<file path="config.mk">
export PLATFORM = sky130hd
export DESIGN_NAME = regfile_mp
export DESIGN_NICKNAME = d
export VERILOG_FILES = /design/src/rtl/regfile_pkg.sv /design/src/rtl/regfile_rd_port.sv /design/src/rtl/regfile_mp.sv
export SDC_FILE = /design/constraint.sdc
export NUM_CORES = 2
export LEC_CHECK = 0
export CELL_PAD_IN_SITES_DETAIL_PLACEMENT = 0
export CELL_PAD_IN_SITES_GLOBAL_PLACEMENT = 2
export CORE_AREA = 2 2 380 532
export CTS_BUF_LIST = sky130_fd_sc_hd__clkbuf_2
export DETAILED_ROUTE_END_ITERATION = 10
export DIE_AREA = 0 0 382 534
export PLACE_DENSITY = 0.67
export SYNTH_ARGS = -nofsm -noshare
export SYNTH_HDL_FRONTEND = slang
export SYNTH_SLANG_ARGS = --single-unit
export TNS_END_PERCENT = 30
</file>
<file path="constraint.sdc">
create_clock -name clk -period 2.5 [get_ports clk]
set_clock_uncertainty 0.1 [all_clocks]
set_input_delay 0.5 -clock clk [delete_from_list [all_inputs] [get_ports clk]]
set_output_delay 0.5 -clock clk [all_outputs]
set_load 0.02 [all_outputs]
</file>
<file path="src/rtl/regfile_pkg.sv">
// Shared definitions for the multi-port register file.
//   DEF_DATA_W / DEF_ADDR_W : default register width and address width
//   ZERO_ADDR               : address of the optional hardwired-zero register
package regfile_pkg;

  localparam int unsigned DEF_DATA_W = 32;
  localparam int unsigned DEF_ADDR_W = 5;

  localparam logic [DEF_ADDR_W-1:0] ZERO_ADDR = '0;

endpackage

</file>
<file path="src/rtl/regfile_rd_port.sv">
// One registered read port of regfile_mp.
// Selects between stored contents, same-cycle write data (bypass) and the
// hardwired zero, then registers data, valid and busy.
// Ports:
//   clk, rst_n            clock, async active-low reset
//   rd_en, rd_addr        read request and address
//   stored_data           current array contents at rd_addr
//   busy_now, busy_next   pre-edge and post-edge scoreboard bit at rd_addr
//   wr0_hit/addr/data     write port 0 (enable already qualified by zero-reg drop)
//   wr1_hit/addr/data     write port 1 (higher priority)
//   rd_data, rd_valid, rd_busy  registered outputs
module regfile_rd_port
  import regfile_pkg::*;
#(
  parameter int unsigned DATA_W   = DEF_DATA_W,
  parameter int unsigned ADDR_W   = DEF_ADDR_W,
  parameter bit          ZERO_REG = 1'b1,
  parameter bit          BYPASS   = 1'b1
) (
  input  logic              clk,
  input  logic              rst_n,
  input  logic              rd_en,
  input  logic [ADDR_W-1:0] rd_addr,
  input  logic [DATA_W-1:0] stored_data,
  input  logic              busy_now,
  input  logic              busy_next,
  input  logic              wr0_hit,
  input  logic [ADDR_W-1:0] wr0_addr,
  input  logic [DATA_W-1:0] wr0_data,
  input  logic              wr1_hit,
  input  logic [ADDR_W-1:0] wr1_addr,
  input  logic [DATA_W-1:0] wr1_data,
  output logic [DATA_W-1:0] rd_data,
  output logic              rd_valid,
  output logic              rd_busy
);

  logic              is_zero;
  logic [DATA_W-1:0] data_sel;
  logic              busy_sel;

  assign is_zero = ZERO_REG && (rd_addr == ADDR_W'(ZERO_ADDR));

  always_comb begin
    data_sel = stored_data;
    busy_sel = busy_now;
    if (BYPASS) begin
      // Port 1 is checked last so it overrides port 0 on a shared address.
      if (wr0_hit && (wr0_addr == rd_addr)) data_sel = wr0_data;
      if (wr1_hit && (wr1_addr == rd_addr)) data_sel = wr1_data;
      busy_sel = busy_next;
    end
    if (is_zero) begin
      data_sel = '0;
      busy_sel = 1'b0;
    end
  end

  always_ff @(posedge clk or negedge rst_n) begin
    if (!rst_n) begin
      rd_data  <= '0;
      rd_valid <= 1'b0;
      rd_busy  <= 1'b0;
    end else begin
      rd_valid <= rd_en;
      if (rd_en) begin
        rd_data <= data_sel;
        rd_busy <= busy_sel;
      end
    end
  end

endmodule

</file>
<file path="src/rtl/regfile_mp.sv">
// Parametrised multi-port register file with two prioritised write ports,
// NUM_RD registered read ports, optional write-to-read bypass, optional
// hardwired-zero register 0 and a per-register busy scoreboard.
// Ports:
//   clk, rst_n                  clock, async active-low reset
//   rd_en/rd_addr               per-port read request, packed addresses
//   rd_data/rd_valid/rd_busy    per-port registered results
//   wr0_*/wr1_*                 write ports, wr1 wins on an address clash
//   claim_en/claim_addr         mark a register busy (result pending)
module regfile_mp
  import regfile_pkg::*;
#(
  parameter int unsigned DATA_W   = DEF_DATA_W,
  parameter int unsigned ADDR_W   = DEF_ADDR_W,
  parameter int unsigned NUM_RD   = 2,
  parameter bit          ZERO_REG = 1'b1,
  parameter bit          BYPASS   = 1'b1
) (
  input  logic                     clk,
  input  logic                     rst_n,
  input  logic [NUM_RD-1:0]        rd_en,
  input  logic [NUM_RD*ADDR_W-1:0] rd_addr,
  output logic [NUM_RD*DATA_W-1:0] rd_data,
  output logic [NUM_RD-1:0]        rd_valid,
  output logic [NUM_RD-1:0]        rd_busy,
  input  logic                     wr0_en,
  input  logic [ADDR_W-1:0]        wr0_addr,
  input  logic [DATA_W-1:0]        wr0_data,
  input  logic                     wr1_en,
  input  logic [ADDR_W-1:0]        wr1_addr,
  input  logic [DATA_W-1:0]        wr1_data,
  input  logic                     claim_en,
  input  logic [ADDR_W-1:0]        claim_addr
);

  localparam int unsigned DEPTH = 2 ** ADDR_W;

  logic [DATA_W-1:0] regs_q [DEPTH];
  logic [DATA_W-1:0] regs_d [DEPTH];
  logic [DEPTH-1:0]  busy_q, busy_d;

  logic wr0_hit, wr1_hit, claim_hit;

  // Accesses to the hardwired-zero register are dropped up front.
  assign wr0_hit   = wr0_en   && !(ZERO_REG && (wr0_addr   == ADDR_W'(ZERO_ADDR)));
  assign wr1_hit   = wr1_en   && !(ZERO_REG && (wr1_addr   == ADDR_W'(ZERO_ADDR)));
  assign claim_hit = claim_en && !(ZERO_REG && (claim_addr == ADDR_W'(ZERO_ADDR)));

  always_comb begin
    regs_d = regs_q;
    busy_d = busy_q;
    for (int unsigned i = 0; i < DEPTH; i++) begin
      if (wr0_hit && (wr0_addr == ADDR_W'(i))) begin
        regs_d[i] = wr0_data;
        busy_d[i] = 1'b0;
      end
      if (wr1_hit && (wr1_addr == ADDR_W'(i))) begin
        regs_d[i] = wr1_data;
        busy_d[i] = 1'b0;
      end
      // A claim marks a new pending producer, so it beats a completing write.
      if (claim_hit && (claim_addr == ADDR_W'(i))) begin
        busy_d[i] = 1'b1;
      end
    end
  end

  always_ff @(posedge clk or negedge rst_n) begin
    if (!rst_n) begin
      for (int unsigned i = 0; i < DEPTH; i++) begin
        regs_q[i] <= '0;
      end
      busy_q <= '0;
    end else begin
      regs_q <= regs_d;
      busy_q <= busy_d;
    end
  end

  for (genvar k = 0; k < NUM_RD; k++) begin : g_rd
    logic [ADDR_W-1:0] addr;
    assign addr = rd_addr[k*ADDR_W +: ADDR_W];

    regfile_rd_port #(
      .DATA_W  (DATA_W),
      .ADDR_W  (ADDR_W),
      .ZERO_REG(ZERO_REG),
      .BYPASS  (BYPASS)
    ) u_rd_port (
      .clk        (clk),
      .rst_n      (rst_n),
      .rd_en      (rd_en[k]),
      .rd_addr    (addr),
      .stored_data(regs_q[addr]),
      .busy_now   (busy_q[addr]),
      .busy_next  (busy_d[addr]),
      .wr0_hit    (wr0_hit),
      .wr0_addr   (wr0_addr),
      .wr0_data   (wr0_data),
      .wr1_hit    (wr1_hit),
      .wr1_addr   (wr1_addr),
      .wr1_data   (wr1_data),
      .rd_data    (rd_data[k*DATA_W +: DATA_W]),
      .rd_valid   (rd_valid[k]),
      .rd_busy    (rd_busy[k])
    );
  end

endmodule

</file>
### Word-level counts from Yosys, hierarchy flattened

Index checks and enable logic that the tools add are counted.

| operators by class | value |
|---|---|
| magnitude comparators | 4 |
| eq/ne operators | 97 |
| muxes and demuxes | 178 |
| bitwise operators | 2 |
| reduce and logical (&&, ||, !) cells | 143 |

Operator list:

| cell | count |
|---|---|
| $mux 32 | 74 |
| $bmux 32 s5 | 2 |
| $eq 5x5->1 const B | 48 |
| $eq 5x4->1 const B | 24 |
| $logic_and 1x1->1 | 103 |
| $mux 1 | 100 |
| $reduce_bool 2->1 | 32 |
| $eq 5x3->1 const B | 12 |
| $eq 5x2->1 const B | 6 |
| $logic_not 5->1 | 5 |
| $eq 5x5->1 | 4 |
| $eq 5x1->1 const B | 3 |
| $ge 6x6->1 const B | 2 |
| $lt 5x6->1 const B | 2 |
| $not 5->6 | 2 |
| $bmux 1 s5 | 2 |
| $logic_not 1->1 | 3 |

| storage, ports and cells | value |
|---|---|
| bits in registers | 1124 |
| bits of input ports | 96 |
| output and inout port bits | 68 |
| word-level logic and storage cells | 463 |

### Longest topological paths before layout

| depth | value |
|---|---|
| depth after elaboration | 10 |
| depth in mapped cells | 11 |
| depth with buffers taken out | 8 |

### By module

Synthesis repeated with hierarchy kept, for this count alone.

| second synthesis, totals | value |
|---|---|
| cells, all modules | 6366 |
| area, all modules | 69609.3 µm² |

Modules (own cells, without submodules):

| module | times used | cells each | area each (µm²) | sequential area each (µm²) |
|---|---|---|---|---|
| regfile_mp | 1 | 5974 | 65663.0 | 26425.3 |
| regfile_rd_port | 2 | 196 | 1973.1 | 850.8 |

### Worst setup path after synthesis

No wires, ideal clock.

| path | value |
|---|---|
| path type | input to register |
| start point | input port rd_addr[5] |
| end point | register g_rd[1].u_rd_port.rd_data[11] |
| setup time | 0.126 ns |
| arrival time | 2.513 ns |
| data required time | 2.274 ns |
| setup slack | -0.239 ns |
| stages | 9 |
| path buffers | 3 |
| cells stage by stage | clkbuf_1 -> buf_2 -> buf_1 -> mux4_2 -> o22ai_1 -> nor3_1 -> nor2_1 -> o21ai_0 -> a221o_1 |

| between the ends | value |
|---|---|
| cells in the longest elaborated chain, start to end | 7 |
| elaborated cells between the ends (all ways) | 12 |
| those cells by class | 2 x eq/ne; 6 x mux; 1 x bitwise; 3 x reduce/logical |

Ends and longest elaborated chain:

| what | RTL line | RTL |
|---|---|---|
| from (decl) | regfile_mp.sv:22 | `input logic [NUM_RD*ADDR_W-1:0] rd_addr,` |
| $not 5->6 (implied by the code) | regfile_mp.sv:94 | `.stored_data(regs_q[addr]),` |
| $bmux 32 s5 | regfile_mp.sv:94 |  |
| $mux 32 (implied by the code) (2 in series) | regfile_mp.sv:94 |  |
| $mux 32 | regfile_rd_port.sv:49 | `if (wr0_hit && (wr0_addr == rd_addr)) data_sel = wr0_data;` |
| $mux 32 | regfile_rd_port.sv:50 | `if (wr1_hit && (wr1_addr == rd_addr)) data_sel = wr1_data;` |
| $mux 32 * | regfile_rd_port.sv:53 | `if (is_zero) begin` |
| to (signal assigned) | regfile_rd_port.sv:67 | `rd_data <= data_sel;` |
| to (decl) | regfile_rd_port.sv:33 | `output logic [DATA_W-1:0] rd_data,` |

Every way passes the cells marked *; elsewhere a longest branch is shown, timed or not. The select of a mux whose other input is x is not followed.
A chain may end at the register's enable or synchronous reset.

### Worst setup path after layout

| path | value |
|---|---|
| start point | register g_rd[1].u_rd_port.rd_data[14] |
| end point | output port rd_data[46] |

RTL lines:

| what | RTL line | RTL |
|---|---|---|
| to (decl) | regfile_mp.sv:23 | `output logic [NUM_RD*DATA_W-1:0] rd_data,` |

No word-level cell between the ends.

==> summary.md <==
| Metric | Value |
|---|---|
| Outcome | `finished, violations left` |
| Failing checks | `negative setup slack` |
| WP buf/inv | `1` |
| Final Non-Filler Cells | `10,500` |
| Startpoint types | `register` |
| Layout area overhead | `22.2%` |
| # port buffers | `163` |
| Fin Hold WS | `0.0956 ns` |
| Root buffer cell | `clkbuf_2` |
| EDFF count, synth | `0` |
| # DRC | `0` |
| Commonest cells in the netlist | `mux2i_1 (1,507), dfrtp_1 (1,124), a21oi_1 (770)` |
| Starting Density | `0.348` |
| Die Span Y | `534 µm` |
| Hold Crit Class | `primary input to register` |
| Avg Synthesized Cell Area | `9.84 µm²` |
| DRT antenna net count | `0` |
| Area contributors post-synth | `dfrtp_1 (41%), mux2i_1 (22%), mux4_2 (8.4%)` |
| Syn Inst Count | `7,055` |
| PD cells | `682 mW/mm²` |
| Power Total | `57.8 mW` |
| Synth async-reset ratio | `1.00` |
| Pre-antenna DRT Iters | `6` |
| Final Hold Vio Count | `0` |
| Fin Setup TNS | `-15.34 ns` |
| Pin count of the biggest net entering global routing | `110` |
| Sequential fraction of the synthesis area | `0.405` |
| Initial antenna violation count | `11` |
| Critical path fanouts, max | `2` |
| Worst-case reg-to-reg path depth | `7` |
| Worst-Margin Slew | `0.840 ns` |
| Crit Reg-Reg Endpoint | `g_rd[1].u_rd_port.rd_data[1]` |
| Synth warnings | `0` |
| CTS max path bufs | `4` |
| Worst skew pair latency | `1.62 ns` |
| Max cap viols | `0` |
| Worst endpoint data arrival time | `2.23 ns` |
| Area leader, netlist | `dfrtp_1` |
| Die ar. | `0.204 mm²` |
| Core Area | `0.199 mm²` |
| Pins over their slew limit | `0` |
| Syn_nets | `7,151` |
| Max frequency | `354 MHz` |
| Yosys top cell area share | `0.405` |
| Leakage Power | `38.4 nW` |
| Vias in the first global route | `62,000` |
| Fin crit share | `1.13` |
| Std-Cell Rows | `194` |
| Setup-failing EPs final | `70` |
| Total number of vias | `61,500` |
| First-pass GRT wire length | `464,000 µm` |
| Aggregate routed wire length | `327,000 µm` |
| Clk sinks | `1,124` |
| Crit path max-delay family | `flip-flops` |
| GPL Wtd Cong | `0.897` |
| Worst-path clk slew | `0.10 ns` |
| Crit-path slowest cell | `dfrtp_2` |
| CP Class | `register to primary output` |
| Stages on worst setup path | `1` |
| Post-synthesis cell type count | `67` |
| Unrepaired setup endpoints after global routing | `true` |
| Register-to-register setup slack | `0.03 ns` |
| Detailed router's first-iteration violation count | `5,163` |
| Final setup margin | `-0.328 ns` |
| Avg WL per Cell | `31.3 µm` |
| Cell with the most instances after synthesis | `mux2i_1` |
| Crit path to | `rd_data[46]` |
| Cell area after layout | `0.0848 mm²` |
| Slew headroom | `0.439` |
| Die W | `382 µm` |
| HPWL after detailed placement | `218,000 µm` |
| CTS tree | `built` |
| Worst Setup SP | `g_rd[1].u_rd_port.rd_data[14]` |
| CP peak stage delay | `0.50 ns` |
| Top FF cell, synth | `dfrtp_1` |
| Req. time, crit path | `1.90 ns` |
| Io pins | `164` |
| GR Util All Layers | `0.314` |
| Peak supply drop | `0.290 mV` |
| CTS Buf Count | `315` |
| Via density | `5.88` |
| Grt ovf | `0` |
| Pre-CTS WS | `-0.806 ns` |
| Cell area after synthesis | `0.0694 mm²` |
| Final min period | `2.83 ns` |
| DP Area | `0.0807 mm²` |
| Cells along the critical path | `buf_6` |
| H-tree Lvls | `5` |
| Critical path endpoint category | `primary output` |
| Reg2reg start | `regs_q[65]` |
| Dpl cells | `9,789` |
| Layout Nets | `7,694` |
| Share of layout cells above drive strength 1 | `0.222` |
| Post-synthesis sequential element count | `1,124` |
| Finished Core Util | `0.426` |
[area by class of cell]
cell class / count / area, µm²
Clock buffer: 451 / 2260
Multi-Input combinational cell: 5018 / 38400
Clock inverter: 72 / 438
Timing Repair Buffer: 1115 / 12200
Tap cell: 2646 / 3310
Antenna cell: 6 / 15.0
Inverter: 24 / 95.1
Fill cell: 19500 / 114000
Sequential cell: 1124 / 28100
[timing repair]
item / CTS / global route
cloned: 0 / 1
hold buffers: 127 / 2
resized for setup: 335 / 53
setup buffers: 1 / 10
setup endpoints to repair: 68 / 100
pin swaps: 0 / 5
endpoints found under the hold margin: 2214 / 2
[registers in the layout (all words and copies together) (netlist names)]
name                     count
regs_q                    1024
g_rd.u_rd_port.rd_valid      2
g_rd.u_rd_port.rd_data      64
g_rd.u_rd_port.rd_busy       2
busy_q                      32
[worst reg2reg max path: stages, from the launching register on]
cell,delay (ns)
dfrtp_1,0.42
mux4_2,0.46
o22ai_1,0.16
nor3_1,0.09
nor2_1,0.18
o21ai_0,0.09
dlygate4sd3_1,0.55
a221o_1,0.29
[how the worst min path moves through the flow]
stage | from | to | depth (start not counted)
after detailed placement | regs_q[1023] | regs_q[1023] | 0
after floorplan | rst_n | busy_q[0] | 0
final | rd_addr[0] | g_rd[0].u_rd_port.rd_busy | 6
after CTS | wr0_addr[4] | busy_q[16] | 8
after global placement | regs_q[999] | regs_q[999] | 0
after global routing | rd_addr[0] | g_rd[0].u_rd_port.rd_busy | 6
[cell families after synthesis]
group           Yosys count  share of synthesized area
flops                  1124                      0.405
compound gates         1755                      0.151
buf+inv                 913                     0.0513
mux                    1766                      0.301
xor+xnor                 20                    0.00252
simple gates           1477                     0.0885
[routing by layer]
metal,wire length [µm],vias to the layer above,track usage
met2,160000,2405,0.534
met1,133000,31200,0.391
met4,17800,12,0.155
met3,17500,767,0.0436
met5,80,-,0
li1,-,27100,-
[power breakdown]
part	total [mW]	switching, mW	leakage, nW	internal (mW)
registers	26.7	3.86	13.5	22.8
logic	16.9	8.45	22.8	8.45
clock network	14.2	8.86	2.09	5.37
[cells in the final DEF (no fill, tap or decap), drive strengths merged, types with 7 or more instances in the layout]
master         count
a21oi            770
a221o             65
a32o               7
buf              905
clkbuf           454
clkdlybuf4s50     81
clkinv            62
dfrtp           1124
dlygate4sd3      121
inv               28
mux2i           1507
mux4             259
nand2            503
nand2b             8
nand3             12
nand3b             8
nor2             718
nor2b             75
nor3             104
o21ai            462
o221ai           263
o22ai            140
or2                7
xnor2             16
No activity file was read; power rests on OpenSTA's default activity.
